### config.mk
export PLATFORM = sky130hd
export DESIGN_NAME = uart_rx_sample_timer
export DESIGN_NICKNAME = d
export VERILOG_FILES = /design/src/rtl/uart_rx_pkg.sv /design/src/rtl/uart_rx_strobe_decode.sv /design/src/rtl/uart_rx_sample_timer.sv
export SDC_FILE = /design/constraint.sdc
export NUM_CORES = 1
export LEC_CHECK = 0
export BUFFER_PORTS_ARGS = -buffer_cell sky130_fd_sc_hd__buf_4
export CAP_MARGIN = 20
export CELL_PAD_IN_SITES_DETAIL_PLACEMENT = 1
export CELL_PAD_IN_SITES_GLOBAL_PLACEMENT = 1
export CORE_UTILIZATION = 41
export DETAILED_ROUTE_END_ITERATION = 7
export GPL_TIMING_DRIVEN = 0
export PLACE_DENSITY = 0.81
export SYNTH_ARGS = -nofsm -noshare
export SYNTH_HDL_FRONTEND = slang
export SYNTH_SLANG_ARGS = --single-unit
### constraint.sdc
create_clock -name clk -period 3.86 [get_ports clk]
set_input_delay 1.158 -clock clk [delete_from_list [all_inputs] [get_ports clk]]
set_output_delay 1.158 -clock clk [all_outputs]
set_load 0.005 [all_outputs]
### src/rtl/uart_rx_pkg.sv
// uart_rx_pkg: shared types and constants for the UART receive timer.
// Holds the timer FSM state enum, the prescale/frame floors and default widths.
package uart_rx_pkg;

  typedef enum logic [1:0] {
    IDLE = 2'd0,
    RUN  = 2'd1,
    DONE = 2'd2
  } state_t;

  localparam int MIN_PRESCALE   = 4;
  localparam int MIN_FRAME_BITS = 1;

  localparam int PRESCALE_W_DEF = 6;
  localparam int BIT_CNT_W_DEF  = 4;

endpackage

### src/rtl/uart_rx_strobe_decode.sv
// uart_rx_strobe_decode: combinational strobe/busy decode for the RX timer.
// In: state, edge_cnt, bit_cnt, latched p/f, realign.
// Out: sample_stb, bit_done, frame_done, busy
//      (+ sample_pre/sample_post with UART_RX_TRIPLE_SAMPLE_EN).
module uart_rx_strobe_decode
  import uart_rx_pkg::*;
#(
  parameter int PRESCALE_W = PRESCALE_W_DEF,
  parameter int BIT_CNT_W  = BIT_CNT_W_DEF
) (
  input  state_t                state,
  input  logic [PRESCALE_W-1:0] edge_cnt,
  input  logic [BIT_CNT_W-1:0]  bit_cnt,
  input  logic [PRESCALE_W-1:0] p,
  input  logic [BIT_CNT_W-1:0]  f,
  input  logic                  realign,
  output logic                  sample_stb,
  output logic                  bit_done,
  output logic                  frame_done,
  output logic                  busy
`ifdef UART_RX_TRIPLE_SAMPLE_EN
  ,
  output logic                  sample_pre,
  output logic                  sample_post
`endif
);

  logic                  act;
  logic [PRESCALE_W-1:0] mid;
  logic [PRESCALE_W-1:0] p_last;
  logic [BIT_CNT_W-1:0]  f_last;

  // realign suppresses every strobe in the cycle it is seen
  assign act    = (state == RUN) && !realign;
  assign mid    = p >> 1;
  assign p_last = p - 1'b1;
  assign f_last = f - 1'b1;

  assign busy       = (state == RUN);
  assign sample_stb = act && (edge_cnt == mid);
  assign bit_done   = act && (edge_cnt == p_last);
  assign frame_done = bit_done && (bit_cnt == f_last);

`ifdef UART_RX_TRIPLE_SAMPLE_EN
  // p >= 4 keeps mid-1 and mid+1 inside [1, p-1]
  assign sample_pre  = act && (edge_cnt == mid - 1'b1);
  assign sample_post = act && (edge_cnt == mid + 1'b1);
`endif

endmodule

### src/rtl/uart_rx_sample_timer.sv
// uart_rx_sample_timer: oversampling edge/bit timer for the UART RX path.
// In: clk, rst (async, low), en, prescale, frame_bits, realign.
// Out: edge_cnt, bit_cnt, sample_stb, bit_done, frame_done, busy;
//      sample_pre/sample_post when UART_RX_TRIPLE_SAMPLE_EN is defined.
module uart_rx_sample_timer
  import uart_rx_pkg::*;
#(
  parameter int PRESCALE_W = PRESCALE_W_DEF,
  parameter int BIT_CNT_W  = BIT_CNT_W_DEF
) (
  input  logic                  clk,
  input  logic                  rst,
  input  logic                  en,
  input  logic [PRESCALE_W-1:0] prescale,
  input  logic [BIT_CNT_W-1:0]  frame_bits,
  input  logic                  realign,
  output logic [PRESCALE_W-1:0] edge_cnt,
  output logic [BIT_CNT_W-1:0]  bit_cnt,
  output logic                  sample_stb,
  output logic                  bit_done,
  output logic                  frame_done,
  output logic                  busy
`ifdef UART_RX_TRIPLE_SAMPLE_EN
  ,
  output logic                  sample_pre,
  output logic                  sample_post
`endif
);

  localparam logic [PRESCALE_W-1:0] P_MIN =
    PRESCALE_W'(MIN_PRESCALE);
  localparam logic [BIT_CNT_W-1:0]  F_MIN =
    BIT_CNT_W'(MIN_FRAME_BITS);
  localparam logic [PRESCALE_W-1:0] EDGE_ONE =
    PRESCALE_W'(1);

  state_t                state_q, state_n;
  logic [PRESCALE_W-1:0] edge_q, edge_n;
  logic [BIT_CNT_W-1:0]  bit_q, bit_n;
  logic [PRESCALE_W-1:0] p_q, p_n;
  logic [BIT_CNT_W-1:0]  f_q, f_n;

  logic [PRESCALE_W-1:0] p_eff;
  logic [BIT_CNT_W-1:0]  f_eff;

  assign p_eff = (prescale < P_MIN) ? P_MIN : prescale;
  assign f_eff = (frame_bits < F_MIN) ? F_MIN : frame_bits;

  always_ff @(posedge clk or negedge rst) begin
    if (!rst) begin
      state_q <= IDLE;
      edge_q  <= '0;
      bit_q   <= '0;
      p_q     <= P_MIN;
      f_q     <= F_MIN;
    end else begin
      state_q <= state_n;
      edge_q  <= edge_n;
      bit_q   <= bit_n;
      p_q     <= p_n;
      f_q     <= f_n;
    end
  end

  // bit_done/frame_done already exclude realign, so the RUN
  // priority chain below can lean on them directly
  always_comb begin
    state_n = state_q;
    edge_n  = edge_q;
    bit_n   = bit_q;
    p_n     = p_q;
    f_n     = f_q;
    if (!en) begin
      state_n = IDLE;
      edge_n  = '0;
      bit_n   = '0;
    end else begin
      unique case (state_q)
        IDLE: begin
          p_n     = p_eff;
          f_n     = f_eff;
          edge_n  = EDGE_ONE;
          bit_n   = '0;
          state_n = RUN;
        end
        RUN: begin
          if (realign) begin
            edge_n = EDGE_ONE;
          end else if (frame_done) begin
            edge_n  = '0;
            bit_n   = f_q;
            state_n = DONE;
          end else if (bit_done) begin
            edge_n = '0;
            bit_n  = bit_q + 1'b1;
          end else begin
            edge_n = edge_q + 1'b1;
          end
        end
        DONE: begin
        end
        default: begin
          state_n = IDLE;
          edge_n  = '0;
          bit_n   = '0;
        end
      endcase
    end
  end

  assign edge_cnt = edge_q;
  assign bit_cnt  = bit_q;

  uart_rx_strobe_decode #(
    .PRESCALE_W (PRESCALE_W),
    .BIT_CNT_W  (BIT_CNT_W)
  ) u_dec (
    .state       (state_q),
    .edge_cnt    (edge_q),
    .bit_cnt     (bit_q),
    .p           (p_q),
    .f           (f_q),
    .realign     (realign),
    .sample_stb  (sample_stb),
    .bit_done    (bit_done),
    .frame_done  (frame_done),
    .busy        (busy)
`ifdef UART_RX_TRIPLE_SAMPLE_EN
    ,
    .sample_pre  (sample_pre),
    .sample_post (sample_post)
`endif
  );

endmodule

==> metrics.md, run 1 <==
| Metric | Value |
|---|---|
| RSZ-0062 raised after global routing | yes |
| Met2 GRT Util | roughly two fifths |
| Io pins | 28 |
| Layout Nets | 210 |
| Synth top area share | about a third |
| Post-synth top area cell | dfrtp_1 |
| Syn Inst Count | between 150 and 200 |
| Grt met1 use | roughly 28% |
| VDD IR-drop max | 0.000179 V |
| Overflow after GRT | 0 |
| Number of DRC markers in iteration 0 | between 50 and 60 |
| Library cells used by synthesis | between 40 and 50 |
| Hold Slack | about 0.56 ns |
| Hold/Removal Path Class | reg -> reg |
| Rows | 21 |
| Layout cells sized above 1 | a little under a third |
| Power per Cell Area | 326 nW/um^2 |
| Adder-Cell Fraction of Synth Area | ~3.4% |
| Slew Limit Fails | 0 |
| Clock Skew | 0.00106 ns |
| Status | finished clean |
| R2R depth | 8 |
| CORE AREA | 3390 um^2 |
| Maximum fanout along the worst path | 8 |
| Synth Net Count | around 170 |
| CP arrival | 2.70 ns |
| Initial Util | approximately 43% |
| Maximum clock rate | 259 MHz |
| Register area | between 500 and 600 um^2 |
| Crit path capture type | output port |
| Final worst path period share | 99.9% |
| Most common cell after layout, fill and taps aside | buf_4 |
| Antenna-violating nets left | 0 |
| Largest family of logic cells by synthesized area | compound AO/OA/AOI/OAI gates |
| Register bit total from synthesis | 22 |
| Worst r2r src | p_q[2] |
| Routability cong. | approximately 0.79 |
| Clock sink count | 22 |
| Synthesized area | 1470 um^2 |
| Synth warn | 0 |
| Register area share after synthesis | a little under two fifths |
| Mux share of post-synthesis cell area | 5.94% |
| Die W | 62.0 um |
| Die Y | 62.0 um |
| Multi-input gate area | just under 900 um^2 |
| Worst setup SP type | flip-flop |
| Fill count | between 300 and 400 |
| Pwr Total | 0.608 mW |
| H-tree depth | 1 |
| GR peak layer | met2 |
| DP HPWL | approximately 2900 um |
| First-pass DRT Iterations | 4 |
| Routed len/inst | approximately 17 um |
| I/O Buffers | 27 |
| Vias in the first global route | 1313 |
| Final min period | between 3 and 4 ns |
| Final hold violations | 0 |
| CTS tree | done |
| Vias per inst | around 5.6 |
| CTS root buf | clkbuf_4 |
| Area grow syn2layout | 26.4% |
| Tightest Pin Transition | around 0.8 ns |
| Worst Hold Path EP | f_q[0] |
| Worst r2r dst | edge_cnt[2] |
| Most frequent cells in the layout | buf_4, dfrtp_1, inv_1 |
| DRC errors left | 0 |
| Via count | approximately 1300 |
| First-pass GRT wire length | 6080 um |
| Total Routed Length | slightly below 4000 um |
| Xor/xnor share of the synthesized area | approximately an eighth |
| Num CTS Buffers | 3 |
| Mean area per synthesized cell | slightly below 10 um^2 |
| DIE AREA | ~3800 um^2 |
| Worst Hold Launch | f_q[0] |
| Antenna diode count | 0 |
| Critical path required time | between 2 and 3 ns |
| Max Cap Viol | 0 |
| Pleak | between 0.8 and 0.9 nW |
| Largest net degree at the start of global routing | 23 |
| Hold Crit Depth | 2 |
| Synth Area in Compound Gates | 18.4% |
| Antenna violations before repair | 0 |
| Largest cells by area after synthesis | dfrtp_1, xnor2_1, xor2_1, mux2_2, dfstp_2 |
| Clk_lat worst skew | roughly 0.32 ns |
| Setup slack, reg-to-reg | approximately 1.3 ns |
| Max Root-Sink Buffers | 2 |
| Max-Slew Margin vs Limit | roughly 48% |
| CTS clk-pin slew, worst paths | roughly 0.13 ns |
| Critical path class | reg -> out |
| Met3 Usage GRT | a little over 3% |
| Post-Synth Simple-Gate Area | approximately 17% |
| Tot GR Track Use | 22.1% |
| Setup-failing EPs final | 0 |
[timing repair]
action / in CTS / in global routing
pin swaps: 1 / 2
endpoints found under the setup margin: 1 / 2
resized for setup: 0 / 8
hold buffers: 0 / 0
buffers inserted: 1 / 6
[worst max-delay path by stage]
stage               startpoint  slack (ns)    endpoint
detailed placement     realign        0.18  sample_stb
CTS                     p_q[2]        0.03    bit_done
global route            p_q[2]       -0.13    bit_done
global placement       realign        0.22  sample_stb
finish                  p_q[2]       0.006    bit_done
floorplan               p_q[2]        0.55    bit_done
[cell usage after synthesis]
cell type  count
nor2b_1        6
a22oi_1        1
or3_1          3
xnor2_1        9
ha_1           4
xor2_1         8
and3b_1        1
buf_6          2
a31oi_1        4
nand3b_1       1
o211ai_1       2
nor4_1         2
dfstp_2        2
a31o_2         2
o21ai_0        8
clkbuf_1       5
mux2i_1        2
a22o_1         3
or4_1          2
nand3_1        5
mux2_2         6
a21boi_1       1
a2111oi_4      1
dfrtp_1       20
o31ai_1        1
o22a_1         1
a221o_1        3
a311oi_1       1
a21oi_1        4
or2_2          1
inv_1         10
nor2_1         6
and4_1         1
a32oi_1        1
nor3_1         5
nand2_1       10
xnor3_1        1
o41a_1         1
buf_2          1
o311a_1        1
and3_1         4
nand4_1        1
[worst max-delay path, cell delays in order (launching register included)]
cell,delay [ns]
dfstp_2,0.39
buf_6,0.12
or4_4,0.48
or3_4,0.35
a2111oi_4,0.39
buf_6,0.17
nand2_4,0.06
nor4_4,0.26
buf_4,0.14
[metrics by stage]
step / setup WS (ns) / instances / setup TNS, ns / instance area (um^2) / utilization, %
finish: 0.00574 / 237 / 0 / 1860 / 55.0
global route: -0.127 / 237 / -0.127 / 1860 / 55.0
CTS: 0.0274 / 231 / 0 / 1780 / 52.5
detailed placement: 0.178 / 226 / 0 / 1730 / 51.2
global placement: 0.224 / 226 / 0 / 1730 / 51.2
floorplan: 0.554 / 153 / 0 / 1470 / -
[report_power, final]
group          internal (mW)  switching [mW]
Combinational         0.0984          0.0917
Clock                 0.0577          0.0767
Sequential             0.253          0.0304
[layout make-up]
class / instances / share of cell area (%)
Buffer: 8 / 2.62
Clock buffer: 4 / 1.95
Inverter: 10 / 2.01
Multi-Input combinational cell: 113 / 46.9
Sequential cell: 22 / 29.7
Tap cell: 46 / 3.09
Timing Repair Buffer: 34 / 13.7
[state kept, by name (all words and copies together), names as in the netlist]
name and count:
edge_cnt 6, p_q 6, bit_cnt 4, f_q 4, state_q 2
[routing by layer]
metal,share of wire (%),wire length [um],up-vias
met5,0,0,-
met2,51,2040,30
met4,1.4,56,0
met3,2.9,116,5
li1,-,-,634
met1,44,1760,653
[kinds of logic after synthesis]
family / Yosys count
xor gates and xnor gates: 18
and+or+nand+nor: 48
adders and majority gates: 4
AOI/OAI and AO/OA: 35
muxes: 8
buffers and inverters: 18
DFF: 22
No activity file was read; power rests on OpenSTA's default activity.
==> inputs of run 2 (changes only) <==
==> constraint.sdc (replaced) <==
create_clock -name clk -period 3.86 [get_ports clk]
set_input_delay 1.158 -clock clk [delete_from_list [all_inputs] [get_ports clk]]
set_output_delay 1.158 -clock clk [all_outputs]
set_load 0.1 [all_outputs]
==> run 2 against run 1 <==
Effect of this change:
- hold slack got worse by 0.0041 ns
- non-clock buffer count fell by 4
- via count fell by 2.0%
- register-to-register slack better by 0.07 ns
- die area unchanged
- highest routed layer unchanged
- clock skew rose by 0.0037 ns
- worst setup slack better by 0.065 ns
- fmax increased by 1.7%
- count of clock-buffer cells in the layout fell by 1
==> metrics.md, run 2 (synthesized netlist as in run 1, its figures left out) <==
| Metric | Value |
|---|---|
| Die W | a little over 60 um |
| Combinational group share of total power | between 30% and 40% |
| Layout cells sized above 1 | between 30 and 40% |
| CTS root buf | clkbuf_4 |
| Number of DRC markers in iteration 0 | 31 |
| Worst Hold Path EP | f_q[0] |
| Worst slack, placed | around 0.08 ns |
| DRC errors left | 0 |
| Int Pwr | around 0.45 mW |
| Total Routed Length | 3870 um |
| Hold/Removal Path Class | reg -> reg |
| Placed insts | about 230 |
| Worst r2r src | p_q[1] |
| First-pass DRT Iterations | 4 |
| Psw | ~0.25 mW |
| Maximum fanout along the worst path | 10 |
| Worst Hold Launch | f_q[0] |
| Antenna violations before repair | 0 |
| Vias per inst | 5.56 |
| Critical path required time | ~2.7 ns |
| CTS tree | done |
| Reg power frac | just over 40% |
| Area post-placement | between 1500 and 2000 um^2 |
| Final min period | between 3 and 4 ns |
| Setup slack, reg-to-reg | 1.35 ns |
| Worst r2r dst | edge_cnt[5] |
| Part of the power in the clock network | 25.8% |
| CORE AREA | about 3400 um^2 |
| Clock Skew | ~0.0047 ns |
| Num CTS Buffers | 3 |
| Slew Limit Fails | 0 |
| Max Root-Sink Buffers | 2 |
| Overflow after GRT | 0 |
| Max Cap Viol | 0 |
| Final hold violations | 0 |
| CP arrival | between 2 and 3 ns |
| Finished Layout Cells | roughly 230 |
| Hold Crit Depth | 2 |
| Post-Layout Inst Area | 1890 um^2 |
| Antenna-violating nets left | 0 |
| Hold-fix buffers at CTS | 0 |
| Maximum clock rate | about 260 MHz |
| Area grow syn2layout | 28.5% |
| Max-Slew Margin vs Limit | ~48% |
| Routability cong. | 0.772 |
| DP HPWL | 2910 um |
| Die Y | slightly above 60 um |
| Tot GR Track Use | between 20% and 30% |
| RSZ-0062 raised after global routing | yes |
| R2R depth | 7 |
| DIE AREA | roughly 3800 um^2 |
| Rows | 21 |
| Most frequent cells in the layout | buf_4, dfrtp_1, inv_1, xnor2_1, nand2_1 |
| CTS clk-pin slew, worst paths | ~0.14 ns |
| VDD IR-drop max | around 0.00021 V |
| Tightest Pin Transition | 0.767 ns |
| Via count | ~1300 |
| Vias in the first global route | around 1300 |
| Antenna diode count | 0 |
| Routed len/inst | 16.6 um |
| Switching Share | 35.1% |
| Final worst path period share | 98.2% |
| Setup tns final | 0 ns |
| Hold Slack | roughly 0.56 ns |
| Status | finished clean |
| Largest net degree at the start of global routing | 23 |
| Clock sink count | 22 |
| Initial Util | a little over two fifths |
| First-pass GRT wire length | roughly 6000 um |
| Clk_lat worst skew | roughly 0.31 ns |
| I/O Buffers | 27 |
| Setup ws final | between 0.07 and 0.08 ns |
| Io pins | 28 |
| Critical path class | reg -> out |
| Worst setup SP type | flip-flop |
| Setup-failing EPs final | 0 |
| Pleak | roughly 0.86 nW |
| Power per Cell Area | roughly 370 nW/um^2 |
| Crit path capture type | output port |
| Layout Nets | approximately 200 |
| H-tree depth | 1 |
| Most common cell after layout, fill and taps aside | buf_4 |
[run 2: cell count changes in the layout (fill, tap and decap cells not counted), moves of 2 or more]
cell     previous run  this run
buf_4              34        28
buf_6               2         4
dfrtp_1            20        16
dfrtp_2             0         4
[run 2: how the worst max path moves through the flow]
stage                 end     from  depth (start not counted)
3_5_place_dp   sample_stb  realign                          6
3_3_place_gp   sample_stb  realign                          6
2_1_floorplan    bit_done   p_q[2]                          7
4_1_cts          bit_done   p_q[2]                          8
5_1_grt          bit_done   p_q[0]                          9
6_report         bit_done   p_q[0]                          9
[run 2: repair_timing]
| item | 4_1_cts | 5_1_grt |
|---|---|---|
| gates cloned | 0 | 0 |
| buffers inserted | 2 | 1 |
| pin swaps | 2 | 1 |
| gates resized for setup | 3 | 2 |
| setup endpoints to repair | 2 | 2 |
[run 2: layer usage]
metal	global-route usage [%]	part of all wire, %	vias up
met2	36.8	50	28
met1	27.1	46	640
li1	-	-	621
met4	7.94	1.4	0
met3	2.69	2.4	6
met5	0	0	-
[run 2: power by group through the flow]
stage / clock [mW] / combinational [mW] / sequential (mW)
4_1_cts: 0.184 / 0.228 / 0.283
3_3_place_gp: 0 / 0.213 / 0.285
6_report: 0.180 / 0.234 / 0.283
2_1_floorplan: 0 / 0.133 / 0.316
3_5_place_dp: 0 / 0.223 / 0.287
5_1_grt: 0.193 / 0.253 / 0.286
[run 2: worst max-delay path: stages, from the launching register on]
cell and delay, ns:
dfrtp_1 0.42, inv_1 0.09, ha_1 0.24, nor2b_1 0.13, or3_1 0.35, a31oi_2 0.30, clkbuf_4 0.30, nand2_4 0.09
nor4_4 0.14, buf_6 0.26
[run 2: layout make-up]
cell class / count / area, um^2
repair buffers: 30 / 233
clock buffers: 3 / 22.5
fillers: 375 / 1500
flip-flops and latches: 22 / 558
clock inverters: 1 / 30.0
well taps: 46 / 57.6
multi-input cells: 113 / 903
inverters: 10 / 41.3
plain buffers: 8 / 48.8
[run 2: through the flow]
step / power, mW / util, %
2_1_floorplan: 0.449 / -
3_3_place_gp: 0.498 / 53.1
3_5_place_dp: 0.510 / 53.1
4_1_cts: 0.696 / 55.4
5_1_grt: 0.733 / 55.9
6_report: 0.698 / 55.9
